<file path="config.mk">
export PLATFORM = sky130hd
export DESIGN_NAME = i_mem_fetch_4t
export DESIGN_NICKNAME = d
export VERILOG_FILES = /design/src/rtl/i_mem_fetch_4t.sv
export SDC_FILE = /design/constraint.sdc
export NUM_CORES = 1
export LEC_CHECK = 0
export BUFFER_PORTS_ARGS = -buffer_cell sky130_fd_sc_hd__buf_2
export CORE_MARGIN = 5
export CORE_UTILIZATION = 30
export CTS_CLUSTER_DIAMETER = 100
export DETAILED_ROUTE_END_ITERATION = 10
export HOLD_SLACK_MARGIN = 0.03
export SYNTH_ARGS = -nofsm -noshare
export SYNTH_HDL_FRONTEND = slang
export SYNTH_SLANG_ARGS = --single-unit
</file>
<file path="constraint.sdc">
create_clock -name clock -period 5.85 [get_ports clock]
set_input_delay 1.17 -clock clock [delete_from_list [all_inputs] [get_ports clock]]
set_output_delay 1.17 -clock clock [all_outputs]
set_load 0.05 [all_outputs]
</file>
<file path="src/rtl/i_mem_fetch_4t.sv">
// i_mem_fetch_4t: four-thread barrel fetch stage.
// Round-robin PC fetch plus arbitrated external imem access.

module i_mem_fetch_4t #(
  parameter int          MSB_I_MEM = 11,
  parameter logic [31:0] RESET_PC  = 32'h0
) (
  input  logic               clock,
  input  logic               rst,
  input  logic [3:0]         thread_en,
  input  logic               stall,
  input  logic               redirect_valid,
  input  logic [1:0]         redirect_thread,
  input  logic [31:0]        redirect_pc,
  input  logic               ext_req_valid,
  input  logic               ext_req_wr,
  input  logic [MSB_I_MEM:0] ext_req_addr,
  input  logic [31:0]        ext_req_data,
  output logic               ext_req_ready,
  output logic               ext_rsp_valid,
  output logic [31:0]        ext_rsp_data,
  output logic [MSB_I_MEM:0] imem_address,
  output logic [31:0]        imem_data,
  output logic               imem_rden,
  output logic               imem_wren,
  input  logic [31:0]        imem_q,
  output logic               inst_valid,
  output logic [1:0]         inst_thread,
  output logic [31:0]        inst_pc,
  output logic [31:0]        inst
);

  localparam int AW = MSB_I_MEM + 1;

  localparam logic [31:0] PC_MASK =
    32'hFFFF_FFFC;

  localparam logic [AW-1:0] A_MASK =
    {{(AW-2){1'b1}}, 2'b00};

  typedef struct packed {
    logic        valid;
    logic [1:0]  thread;
    logic [31:0] pc;
    logic        ext_rd;
  } tag_t;

  logic [31:0]   pc_q [4];
  logic [1:0]    rr_q;
  logic          ext_last_q;
  logic [AW-1:0] addr_q;
  tag_t          tag_q;
  tag_t          tag_d;

  logic          any_en;
  logic          slot_ok;
  logic          ext_sel;
  logic          fetch_sel;
  logic          fetch_kill;
  logic          fetch_go;
  logic [1:0]    ft;
  logic [31:0]   fetch_pc;
  logic [31:0]   redir_pc;
  logic [AW-1:0] ext_addr;
  logic          tag_kill;

  assign any_en   = |thread_en;
  assign ft       = rr_q;
  assign fetch_pc = pc_q[ft];
  assign redir_pc = redirect_pc & PC_MASK;
  assign ext_addr = ext_req_addr & A_MASK;

  // slot arbitration: external first unless it just had the slot
  always_comb begin
    slot_ok    = !rst && !stall;
    ext_sel    = slot_ok
              && ext_req_valid
              && !(ext_last_q && any_en);
    fetch_sel  = slot_ok && !ext_sel;
    fetch_kill = redirect_valid
              && (redirect_thread == ft);
    fetch_go   = fetch_sel
              && thread_en[ft]
              && !fetch_kill;
  end

  // redirect hits the instruction now in the tag register
  always_comb begin
    tag_kill = redirect_valid
            && tag_q.valid
            && (redirect_thread == tag_q.thread);
  end

  // imem port drive for the chosen slot; idle slots hold the address
  always_comb begin
    ext_req_ready = 1'b0;
    imem_rden     = 1'b0;
    imem_wren     = 1'b0;
    imem_address  = addr_q;
    imem_data     = ext_req_data;
    unique case (1'b1)
      ext_sel: begin
        ext_req_ready = 1'b1;
        imem_address  = ext_addr;
        imem_wren     = ext_req_wr;
        imem_rden     = !ext_req_wr;
      end
      fetch_go: begin
        imem_address  = fetch_pc[AW-1:0];
        imem_rden     = 1'b1;
      end
      default: ;
    endcase
  end

  // next stage-1 tag for the slot being issued
  always_comb begin
    tag_d        = '0;
    tag_d.valid  = fetch_go;
    tag_d.thread = ft;
    tag_d.pc     = fetch_pc;
    tag_d.ext_rd = ext_sel && !ext_req_wr;
  end

  // per-thread PCs: +4 on fetch, redirect overrides and ignores stall
  always_ff @(posedge clock or posedge rst) begin
    if (rst) begin
      for (int i = 0; i < 4; i++) begin
        pc_q[i] <= RESET_PC & PC_MASK;
      end
    end else begin
      if (fetch_go) begin
        pc_q[ft] <= fetch_pc + 32'd4;
      end
      if (redirect_valid) begin
        pc_q[redirect_thread] <= redir_pc;
      end
    end
  end

  // round-robin pointer and external fairness flag
  always_ff @(posedge clock or posedge rst) begin
    if (rst) begin
      rr_q       <= 2'd0;
      ext_last_q <= 1'b0;
    end else begin
      if (fetch_sel) begin
        rr_q <= rr_q + 2'd1;
      end
      if (ext_sel) begin
        ext_last_q <= 1'b1;
      end else if (fetch_sel) begin
        ext_last_q <= 1'b0;
      end
    end
  end

  // last driven address keeps imem_q stable across stalls
  always_ff @(posedge clock or posedge rst) begin
    if (rst) begin
      addr_q <= '0;
    end else begin
      addr_q <= imem_address;
    end
  end

  // stage-1 tag: loads per slot, holds on stall, dropped by redirect
  always_ff @(posedge clock or posedge rst) begin
    if (rst) begin
      tag_q <= '0;
    end else if (slot_ok) begin
      tag_q <= tag_d;
    end else if (tag_kill) begin
      tag_q.valid <= 1'b0;
    end
  end

  assign inst_valid    = tag_q.valid && !tag_kill;
  assign inst_thread   = tag_q.thread;
  assign inst_pc       = tag_q.pc;
  assign inst          = imem_q;
  assign ext_rsp_valid = tag_q.ext_rd;
  assign ext_rsp_data  = imem_q;

endmodule

</file>
After elaboration in Yosys (flattened, before gate mapping)
Cells that the tools add are included.

Add/subtract/negate cells: 2. Multiply operators: 0. Divide/modulo/power cells: 0. Magnitude comparators: 5. Eq/ne operators: 2. Shift operators: 0. Multiplexer cells: 21. Bitwise gates (word level): 2. Reduce and logical (&&, ||, !) cells: 24.

Operators by type and width (number): bitwise mux 128 bit (2); two-way mux 128 bit (2); demux 32 bit (select 2 bit) (2); two-way mux 32 bit (4); binary-select mux 32 bit (select 2 bit) (1); adder 32 x 3 -> 32 bit (second input constant) (1); case mux 12 bit (2 select lines) (1); logical AND 1 bit (14); logical NOT 1 bit (7); two-way mux 1 bit (7); >= comparator 3 bit (second input constant) (2); < comparator 3 x 1 -> 1 bit (second input constant) (2); inverter 2 -> 3 bit (2); equality test 2 bit (2); nonzero test 2 bit (2); OR reduction 4 bit (1); < comparator 2 x 3 -> 1 bit (second input constant) (1); adder 2 x 1 -> 2 bit (second input constant) (1); binary-select mux 1 bit (select 2 bit) (1); case mux 1 bit (2 select lines) (1).

Register bits: 179. Latch bits: 0. RAM bits: 0. Bits in read-only memories: 0. Input port bits: 120. Output and inout port bits: 147. Word-level logic and storage cells: 67. Memories: 0.

Depth between registers and ports, before layout
Gate-level depths: netlist of run 1.

Word-level depth: 11. Gate-level depth with buffers: 10. Mapped depth without buffers: 7.

Worst setup path after synthesis of run 1
Ideal clock, no wire load.

Path type: input-to-output. Start: input port stall. End: output port imem_address[0]. Arrival time: 3.410 ns. Required time: 4.680 ns. Slack: 1.270 ns. Stages on the path: 6. Path buffers: 2. Cells stage by stage: or2_2 -> clkbuf_1 -> a21oi_1 -> clkbuf_1 -> nand2_1 -> o21ai_0.

Longest elaborated chain between the ends: 9.

RTL lines: from (decl) (RTL line 11) `input logic stall,`; logical NOT 1 bit * (RTL line 75) `slot_ok = !rst && !stall;`; logical AND 1 bit * (RTL line 75); logical AND 1 bit (RTL line 77) `&& ext_req_valid`; logical AND 1 bit (RTL line 78) `&& !(ext_last_q && any_en);`; logical NOT 1 bit (RTL line 79) `fetch_sel = slot_ok && !ext_sel;`; logical AND 1 bit (RTL line 79); logical AND 1 bit (RTL line 83) `&& thread_en[ft]`; logical AND 1 bit (RTL line 84) `&& !fetch_kill;`; case mux 12 bit (2 select lines) * (RTL line 101) `unique case (1'b1)`; to (decl) (RTL line 22) `output logic [MSB_I_MEM:0] imem_address,`.

Mark *: on every way between the ends. The rest lies on a longest branch, timed or not.

Final worst setup path of run 1
Start: input port rst. End: output port imem_address[2].

Longest elaborated chain between the ends: 9.

RTL lines: from (decl) (RTL line 9) `input logic rst,`; logical NOT 1 bit (no source line) *; logical AND 1 bit * (RTL line 75); logical AND 1 bit (RTL line 77); logical AND 1 bit (RTL line 78); logical NOT 1 bit (RTL line 79); logical AND 1 bit (RTL line 79); logical AND 1 bit (RTL line 83); logical AND 1 bit (RTL line 84); case mux 12 bit (2 select lines) * (RTL line 101).

Marked as above.

==> results of run 1 <==
## layer usage
metal / GRT usage [%] / wire length, um / part of all wire, % / vias to the layer above
met3: 5.54 / 3210 / 9.8 / 49
met5: 0 / 89 / 0.27 / -
met1: 22.1 / 13500 / 41 / 4137
met2: 26.9 / 15400 / 47 / 394
met4: 4.89 / 472 / 1.4 / 14
li1: - / - / - / 3760
## power groups by stage
stage / logic [uW] / clock network (uW) / registers, uW
floorplan: 2380 / 0 / 1850
global placement: 2630 / 0 / 1930
detailed placement: 2660 / 0 / 1950
CTS: 2670 / 1260 / 1930
global route: 2880 / 1310 / 1990
finish: 2680 / 1250 / 1930
## layout make-up
cell class	count	area, um^2	area share (%)
clock buffer	17	425	3.88
antenna	1	2.50	0.0228
inverter	16	63.8	0.583
timing repair buffer	123	681	6.21
tap	455	569	5.20
sequential	179	4480	40.9
multi-input combinational	755	4530	41.3
clock inverter	15	205	1.87
## registers in the layout, summed over array words and instances, names as in the netlist
| signal | cells |
|---|---|
| tag_q | 1 |
| inst_pc | 32 |
| ext_rsp_valid | 1 |
| addr_q | 12 |
| ext_last_q | 1 |
| pc_q | 128 |
| inst_thread | 2 |
| ft | 2 |
## how the worst max path moves through the flow
stage | start | slack, ns | end
global placement | rst | 1.25 | imem_address[2]
floorplan | stall | 1.27 | imem_address[0]
finish | rst | 1.23 | imem_address[2]
global route | rst | 0.99 | imem_address[3]
CTS | rst | 1.21 | imem_address[2]
detailed placement | rst | 1.23 | imem_address[2]
## cells by family after synthesis
| family | count (synthesis) | share of synthesized area (%) |
|---|---|---|
| buffers and inverters | 212 | 12.9 |
| AND/OR/NAND/NOR | 399 | 18.1 |
| adder cells (fa/ha/maj) | 5 | 0.606 |
| XOR/XNOR | 23 | 1.95 |
| multiplexers | 34 | 7.18 |
| AO/OA/AOI/OAI | 294 | 15.8 |
| flip-flops | 179 | 43.4 |
## per-stage QoR
stage | area [um^2] | total power (uW) | util, % | std cells
after floorplan | 10300 | 4230 | - | 1146
after global routing | 11000 | 6180 | 31.9 | 1560
after global placement | 10300 | 4560 | 30.1 | 1528
after detailed placement | 10300 | 4610 | 30.1 | 1528
after CTS | 11000 | 5860 | 31.9 | 1560
final | 11000 | 5860 | 31.9 | 1561
## cells in the final DEF (no fill, tap or decap), types with 4 or more instances in the layout
cell type / netlist / final
a31oi_1: 12 / 12
xor2_1: 15 / 15
buf_4: 132 / 20
nor2_1: 57 / 56
a32oi_1: 7 / 7
o21ai_0: 132 / 132
and4_1: 8 / 8
nor4_1: 4 / 4
mux4_2: 32 / 32
nor3_1: 38 / 37
bufinv_16: 0 / 4
nand3_1: 23 / 23
dfrtp_1: 179 / 178
buf_2: 9 / 102
xnor2_1: 8 / 8
nand4_1: 5 / 5
nand2_1: 210 / 210
clkbuf_16: 0 / 17
ha_1: 5 / 5
inv_1: 16 / 15
o21ai_1: 40 / 40
o31a_1: 4 / 4
o211ai_1: 8 / 8
a21oi_1: 61 / 61
a211oi_1: 4 / 4
a21o_1: 17 / 17
and3_1: 32 / 32
## critical path, cell delays in order
cell	delay, ns
buf_2	0.12
or2_2	0.77
a21oi_1	0.08
buf_4	0.27
a21oi_2	0.50
a221o_1	0.26
buf_2	0.27
==> reports/qor.csv, run 1 <==
metric,value,unit
Setup TNS Final,0,ns
GPL Wtd Cong,0.836,
HP Start,inst_pc[15],
WS Path Type,in -> out,
vias per inst,5.35,
CTS Sinks,179,
Logic pwr share,45.7,%
Clock Power Share,21.3,%
Worst Hold Depth,2,
# resized after CTS,0,
Initial Util,30.1,%
yosys warns,0,
outcome,completed,
final setup violation count,0,
CTS Hold Bufs,0,
Final Skew,0.00983,ns
R2R Path End,pc_q[15],
PD cells,535,nW/um^2
total CTS buffers,17,
Slew HR,34.7,%
Layout area overhead,6.03,%
pins over their slew limit,0,
fmax,216,MHz
sequential share of the synthesized area,43.4,%
die height,196,um
Fill cells,3563,
Sw Share,44.6,%
R2R cell count,8,
final setup margin,1.23,ns
Overflow after GRT,0,
Critical Path Fanout Max,52,
clock slew at reported path FFs,0.07,ns
"Hold Violations, Final",0,
Critical Path AT,3.45,ns
Int Power,3240,uW
Worst-Margin Slew,0.979,ns
R2R setup slack,2.27,ns
Hold Path Sink,inst_pc[15],
NumNets Final,1217,
Skew-Pair Late Insertion Delay,0.44,ns
max-cap viol count,0,
I/O pin count,267,
top-area cell type share of the netlist area,43.4,%
CP Capture Type,output pin,
Total Routed Length,32700,um
antenna-violating nets left,0,
top-count cell post-synth,nand2_1,
hpwl dp,20800,um
root buffer cell,clkbuf_16,
initial antenna violation count,9,
Die Wd,196,um
leading cell types by count after synthesis,"210 x nand2_1, 179 x dfrtp_1, 132 x buf_4, 132 x o21ai_0, 61 x a21oi_1",
Async SR Flop Fraction,100,%
pin count of the biggest net entering global routing,93,
GR Util All Layers,16.9,%
num rows,68,
port bufs,102,
vias in the first global route,8415,
Sw Pwr,2620,uW
WHS,0.469,ns
initial DRC count,743,
final worst path period need,4.62,ns
RSZ-0062 raised after global routing,no,
Pre-Repair DR Iteration Count,7,
global-route wire length before repair,50700,um
Routed WL per cell,20.9,um
CTS H-Tree Depth,4,
Main synth FF type,dfrtp_1,
RR Startpoint,ft[1],
die area,38200,um^2
Synth Register Bits,179,
"EDFF count, synth",0,
leakage power,0.00484,uW
VDD IR max,0.243,mV
CTS tree,built,
Core Area,34300,um^2
largest area contributor in the synthesized netlist,dfrtp_1,
Worst Setup Start Kind,input pin,
dominant cells by area after synthesis,"dfrtp_1 43%, buf_4 9.6%, nand2_1 7.6%, mux4_2 7.0%, o21ai_0 6.4%",
cell count after synthesis,1146,
syn avg cell area,9.01,um^2
"Setup Fix Bufs, Post-CTS",0,
"Req. time, crit path",4.68,ns
Flop pwr share,33.0,%
pre-CTS setup slack,1.23,ns
final period utilization,79.0,%
layout cells sized above 1,18.7,%
drt drc,0,
clock tree buffer depth,2,
Vias,8354,
Synthesized Nets,1271,
Post-Syn Area,10300,um^2
Yosys cell types,52,
Hold Path Class,reg -> reg,
Power figures use the tool's default switching activity.
==> run 2: changes to the inputs <==
--- a/config.mk
+++ b/config.mk
@@ -5,6 +5,7 @@
 export SDC_FILE = /design/constraint.sdc
 export NUM_CORES = 1
 export LEC_CHECK = 0
+export ABC_AREA = 1
 export BUFFER_PORTS_ARGS = -buffer_cell sky130_fd_sc_hd__buf_2
 export CORE_MARGIN = 5
 export CORE_UTILIZATION = 30
==> constraint.sdc (replaced) <==
create_clock -name clock -period 3.8 [get_ports clock]
set_input_delay 0.76 -clock clock [delete_from_list [all_inputs] [get_ports clock]]
set_output_delay 0.76 -clock clock [all_outputs]
set_load 0.05 [all_outputs]
==> run 2 against run 1 <==
  * Routed wire length rose by 13%
  * Critical path depth increased by 1
  * Total power increased by 90%
  * Core utilization is 0.17 points higher
  * Largest power group unchanged
  * Highest routed layer unchanged
==> reports/qor.csv, run 2 <==
metric,value,unit,change
CTS tree,built,,
port bufs,102,,unchanged
num rows,71,,+4.4%
Core Area,37600,um^2,+9.6%
PD cells,924,nW/um^2,+73%
final period utilization,94.8,%,
sequential share of the synthesized area,39.3,%,-4.1 points
CP peak stage delay,0.43,ns,-0.34 ns
largest family of logic cells by synthesized area,simple AND/OR/NAND/NOR gates,,
leading cell types by count after synthesis,"474 x nand2_1, 202 x a21oi_1, 179 x dfrtp_1",,
initial antenna violation count,6,,-3
Worst Setup Start Kind,flop,,
Top reg by flops,pc_q,,
Worst-Margin Slew,1.04,ns,+0.0619 ns
Routed WL per cell,17.9,um,-14%
CTS Hold Bufs,0,,unchanged
"commonest non-fill, non-tap cells in the layout","474 x nand2_1, 202 x a21oi_1, 177 x dfrtp_1, 169 x nor2_1, 143 x nand3_1",,
"most used cell, CP",o21ai_0,,
dominant cells by area after synthesis,"dfrtp_1 39%, nand2_1 16%, buf_4 9.1%, a21oi_1 8.9%, nand3_1 6.3%",,
top-count cell post-synth,nand2_1,,
total CTS buffers,17,,unchanged
hpwl dp,24300,um,+17%
syn avg cell area,7.09,um^2,-21%
outcome,completed,,
Skew-Pair Late Insertion Delay,0.45,ns,about the same
# resized after CTS,0,,unchanged
Final Skew,0.0109,ns,+0.00106 ns
global-route wire length before repair,57200,um,+13%
drt drc,0,,unchanged
Synthesized Nets,1734,,+36%
Synth Register Bits,179,,unchanged
Vias,10361,,+24%
R2R setup slack,0.80,ns,-1.47 ns
"commonest non-fill, non-tap cell in the layout",nand2_1,,
Critical Path Fanout Max,42,,-19%
RR Startpoint,ft[0],,
multiplexer area fraction after synthesis,0,%,-7.2 points
vias per inst,5.00,,-6.5%
Overflow after GRT,0,,unchanged
leakage power,0.00564,uW,+17%
VDD IR max,0.482,mV,+98%
CP Capture Type,output pin,,
Post-Syn Area,11400,um^2,+10%
layout cells sized above 1,13.4,%,-5.3 points
dpl cell area,11400,um^2,+11%
fmax,278,MHz,
WS Path Type,reg -> out,,
top-area cell type share of the netlist area,39.3,%,-4.1 points
Layout area overhead,5.84,%,
Adder-Cell Fraction of Synth Area,0.549,%,-0.057 points
Async SR Flop Fraction,100,%,unchanged
Critical-path top delay cell,buf_4,,
die height,205,um,+4.8%
Critical Path AT,2.84,ns,-0.61 ns
Synth Area in XOR/XNOR,1.06,%,-0.89 points
Setup TNS Final,0,ns,unchanged
vias in the first global route,9980,,+19%
pin count of the biggest net entering global routing,180,,+94%
HP Start,addr_q[4],,
final setup violation count,0,,unchanged
post-synthesis simple-gate area fraction,29.9,%,+12 points
Initial Util,30.3,%,+0.22 points
Largest register FFs,128,,unchanged
Pre-Repair DR Iteration Count,7,,unchanged
initial DRC count,956,,+29%
RSZ-0062 raised after global routing,no,,
Worst Hold Depth,2,,unchanged
CTS Sinks,179,,unchanged
"EDFF count, synth",0,,unchanged
Hold Path Sink,addr_q[4],,
Die Wd,205,um,+4.8%
Main synth FF type,dfrtp_1,,
clock tree buffer depth,2,,unchanged
GR Util All Layers,17.5,%,+0.60 points
antenna-violating nets left,0,,unchanged
I/O pin count,267,,unchanged
max-cap viol count,0,,unchanged
"Req. time, crit path",3.04,ns,-1.64 ns
"Cell Chain, Critical Path",buf_4 -> o21ai_0 -> o22ai_1 -> nand2_1 -> nor2_8 -> inv_1 -> o21ai_0 -> buf_2,,
GPL Wtd Cong,0.920,,+10%
Total Routed Length,37100,um,+13%
fraction of the mapped netlist area in compound gates,14.6,%,-1.2 points
NumNets Final,1670,,+37%
clock slew at reported path FFs,0.07,ns,about the same
Final Cell Area,12100,um^2,+10%
"Hold Violations, Final",0,,unchanged
CTS H-Tree Depth,4,,unchanged
pins over their slew limit,0,,unchanged
Pwr Total,11200,uW,+90%
yosys warns,0,,unchanged
R2R Path End,pc_q[117],,
cell count after synthesis,1609,,+40%
die area,42000,um^2,+9.8%
Yosys cell types,32,,-38%
final worst path period need,3.60,ns,
R2R cell count,13,,+5
largest area contributor in the synthesized netlist,dfrtp_1,,
"Setup Fix Bufs, Post-CTS",0,,unchanged
root buffer cell,clkbuf_16,,
Hold Path Class,reg -> reg,,
Slew HR,30.6,%,-4.1 points
-- run 2: worst max path at each step --
stage	start	endpoint	slack [ns]	depth (start not counted)
after floorplan	stall	imem_address[0]	0.35	5
after global placement	rst	imem_address[1]	0.49	7
after detailed placement	rst	imem_address[1]	0.43	7
after CTS	ft[0]	imem_address[1]	0.21	8
after global routing	ft[0]	imem_address[1]	0.05	8
final	ft[0]	imem_address[1]	0.20	8
-- run 2: logic make-up after synthesis --
logic type | Yosys count
and+or+nand+nor | 824
AOI/OAI and AO/OA | 310
buffers and inverters | 278
DFF | 179
xor gates and xnor gates | 13
adders and majority gates | 5
-- run 2: report_power, final --
group	internal, uW	total, uW	switching (uW)
clock	1170	1980	813
sequential	2690	3160	463
combinational	1620	6020	4390
total	5490	11200	5670
-- run 2: worst max-delay path: cells and delay by family (launching register included) --
kind,cells,cell delay [ns]
compound gates,3,0.61
simple gates,2,0.48
flops,1,0.37
buf+inv,3,0.90
-- run 2: per-layer routing --
metal  part of all wire (%)  track usage, %  routed length [um]
met1                     43            23.0               16000
met2                     47            28.6               17400
met3                    7.8            4.07                2880
met4                    2.1            5.67                 777
met5                   0.13               0                  48
-- run 2: per-stage QoR --
stage | utilization, % | setup slack (ns) | std cells | hold WS [ns]
2_1_floorplan | - | 0.350 | 1609 | 0.450
3_3_place_gp | 30.3 | 0.488 | 2037 | 0.460
3_5_place_dp | 30.3 | 0.434 | 2037 | 0.463
4_1_cts | 32.1 | 0.206 | 2069 | 0.479
5_1_grt | 32.1 | 0.0491 | 2069 | 0.494
6_report | 32.1 | 0.197 | 2071 | 0.474
-- run 2: cell type report --
cell class / instances / area, um^2
antenna: 2 / 5.00
clock buffer: 20 / 467
clock inverter: 12 / 191
fill: 4021 / 25500
inverter: 67 / 255
multi-input combinational: 1152 / 5270
sequential: 179 / 4480
tap: 511 / 639
timing repair buffer: 128 / 756
==> run 3: changes to the inputs <==
==> constraint.sdc (replaced) <==
create_clock -name clock -period 3.8 [get_ports clock]
set_input_delay 0.57 -clock clock [delete_from_list [all_inputs] [get_ports clock]]
set_output_delay 0.57 -clock clock [all_outputs]
set_load 0.05 [all_outputs]
==> run 3 against run 2 <==
  * Non-clock buffer count rose by 1
  * Sequential power is essentially flat
  * Register-to-register slack worse by 0.08 ns
  * Worst hold slack got worse by 0.19 ns
  * Largest cell class unchanged
  * Sequential share of layout area grew 0.35 points
  * Critical path depth up 1
  * Highest routed layer unchanged
  * Cell count barely moved
  * Total power decreased by 2.2%
==> reports/qor.csv, run 3 (synthesis gave the netlist of run 2 again) <==
metric,value,unit,change
Die Wd,205,um,unchanged
Initial Util,30.3,%,unchanged
# resized after CTS,0,,unchanged
final core occ,31.8,%,-0.30 points
Routed WL per cell,18.0,um,+0.53%
outcome,completed,,
Logic pwr share,54.9,%,+1.0 points
Clock Power Share,16.0,%,-1.8 points
fmax,281,MHz,+1.4%
"Req. time, crit path",3.23,ns,+0.19 ns
max-cap viol count,0,,unchanged
Pre-Repair DR Iteration Count,5,,-2
vias in the first global route,9916,,-0.64%
clock tree buffer depth,2,,unchanged
final period utilization,93.5,%,-1.3 points
clock slew at reported path FFs,0.07,ns,about the same
drt drc,0,,unchanged
"commonest non-fill, non-tap cells in the layout","474 x nand2_1, 202 x a21oi_1, 177 x dfrtp_1, 169 x nor2_1, 143 x nand3_1",,
I/O pin count,267,,unchanged
RSZ-0062 raised after global routing,no,,
Top reg by flops,pc_q,,
"Hold Violations, Final",0,,unchanged
GPL Wtd Cong,0.918,,-0.21%
port bufs,102,,unchanged
vias per inst,5.00,,-0.15%
pin count of the biggest net entering global routing,68,,-62%
Skew-Pair Late Insertion Delay,0.45,ns,about the same
global-route wire length before repair,57400,um,+0.35%
Total Routed Length,37200,um,+0.48%
Int Power,5230,uW,-4.6%
Overflow after GRT,0,,unchanged
Setup TNS Final,0,ns,unchanged
Fill cells,4028,,+0.17%
placed instance count,2038,,+0.049%
layout cells sized above 1,13.4,%,unchanged
"Setup Fix Bufs, Post-CTS",0,,unchanged
register area,4480,um^2,unchanged
antenna-violating nets left,0,,unchanged
initial antenna violation count,6,,unchanged
Hold Path Class,in -> async,,
Slew HR,44.0,%,+13 points
final worst path period need,3.55,ns,-0.0495 ns
root buffer cell,clkbuf_16,,
final setup violation count,0,,unchanged
Sw Share,52.0,%,+1.2 points
Core Area,37600,um^2,unchanged
Worst Setup Start Kind,flop,,
total CTS buffers,17,,unchanged
CTS tree,built,,
Finished Layout Cells,2070,,-0.048%
num rows,71,,unchanged
"commonest non-fill, non-tap cell in the layout",nand2_1,,
CTS Hold Bufs,0,,unchanged
Critical Path AT,2.98,ns,+0.14 ns
Critical Path Fanout Max,29,,-31%
leakage power,0.00559,uW,-0.83%
WS Path Type,reg -> out,,
hpwl dp,24700,um,+1.9%
CTS H-Tree Depth,4,,unchanged
combined area of the multi-input logic cells,5270,um^2,unchanged
Flop pwr share,29.1,%,+0.8 points
Worst-Margin Slew,0.838,ns,-0.203 ns
Layout area overhead,4.86,%,
Vias,10340,,-0.20%
GR Util All Layers,17.8,%,+0.27 points
NumNets Final,1671,,+0.060%
CTS Sinks,179,,unchanged
VDD IR max,0.448,mV,-7.2%
Final Skew,0.0110,ns,+0.0000691 ns
pins over their slew limit,0,,unchanged
initial DRC count,1065,,+11%
CP Capture Type,output pin,,
Largest register FFs,128,,unchanged
Sw Pwr,5680,uW,+0.20%
PD cells,913,nW/um^2,-1.3%
die area,42000,um^2,unchanged
die height,205,um,unchanged
==> run 3: area by class of cell <==
type / count / share of cell area, %
antenna: 1 / 0.0209
clock buffer: 18 / 3.67
clock inverter: 13 / 1.07
inverter: 67 / 2.13
multi-input combinational: 1152 / 44.1
sequential: 179 / 37.5
tap: 511 / 5.35
timing repair buffer: 129 / 6.17
==> run 3: stage by stage <==
step	worst slack, ns	power [uW]	hold slack (ns)	cell area (um^2)
5_1_grt	0.000521	11700	0.340	12000
6_report	0.246	10900	0.287	12000
4_1_cts	0.195	10900	0.309	12000
3_5_place_dp	0.682	9120	0.459	11400
2_1_floorplan	0.730	8130	0.450	11400
3_3_place_gp	0.682	9040	0.461	11400
==> run 3: per-layer routing <==
metal | up-vias | track usage [%] | wire length, um
met1 | 4816 | 23.8 | 16200
met5 | - | 0 | 58
met4 | 10 | 6.63 | 848
li1 | 4995 | - | -
met3 | 83 | 4.24 | 3110
met2 | 436 | 28.0 | 17000
==> run 3: power by group through the flow <==
stage                     clock, uW  sequential, uW  combinational [uW]
final                          1750            3170                5990
after global routing           1840            3260                6620
after global placement            0            3180                5860
after CTS                      1770            3170                5940
after floorplan                   0            3050                5090
after detailed placement          0            3200                5920
==> run 3: final timing paths <==
kind,start,end,slack [ns],depth (start not counted)
worst min-delay path,rst,inst_thread[1],0.29,2
min in group clock,ext_req_wr,ext_rsp_valid,0.35,2
worst max-delay path,ft[1],imem_address[0],0.25,9
max in group asynchronous,rst,ft[1],2.66,3
worst max register to register,ft[1],pc_q[10],0.72,11
worst min register to register,addr_q[4],addr_q[4],0.48,2
==> run 3: critical path, stage by stage (launching register included) <==
cell and delay [ns]:
dfrtp_2 0.66, inv_2 0.17, buf_4 0.27, o21ai_0 0.12, o22ai_1 0.12, nand2_1 0.15
nor2_8 0.31, inv_1 0.16, o21ai_0 0.26, buf_2 0.31
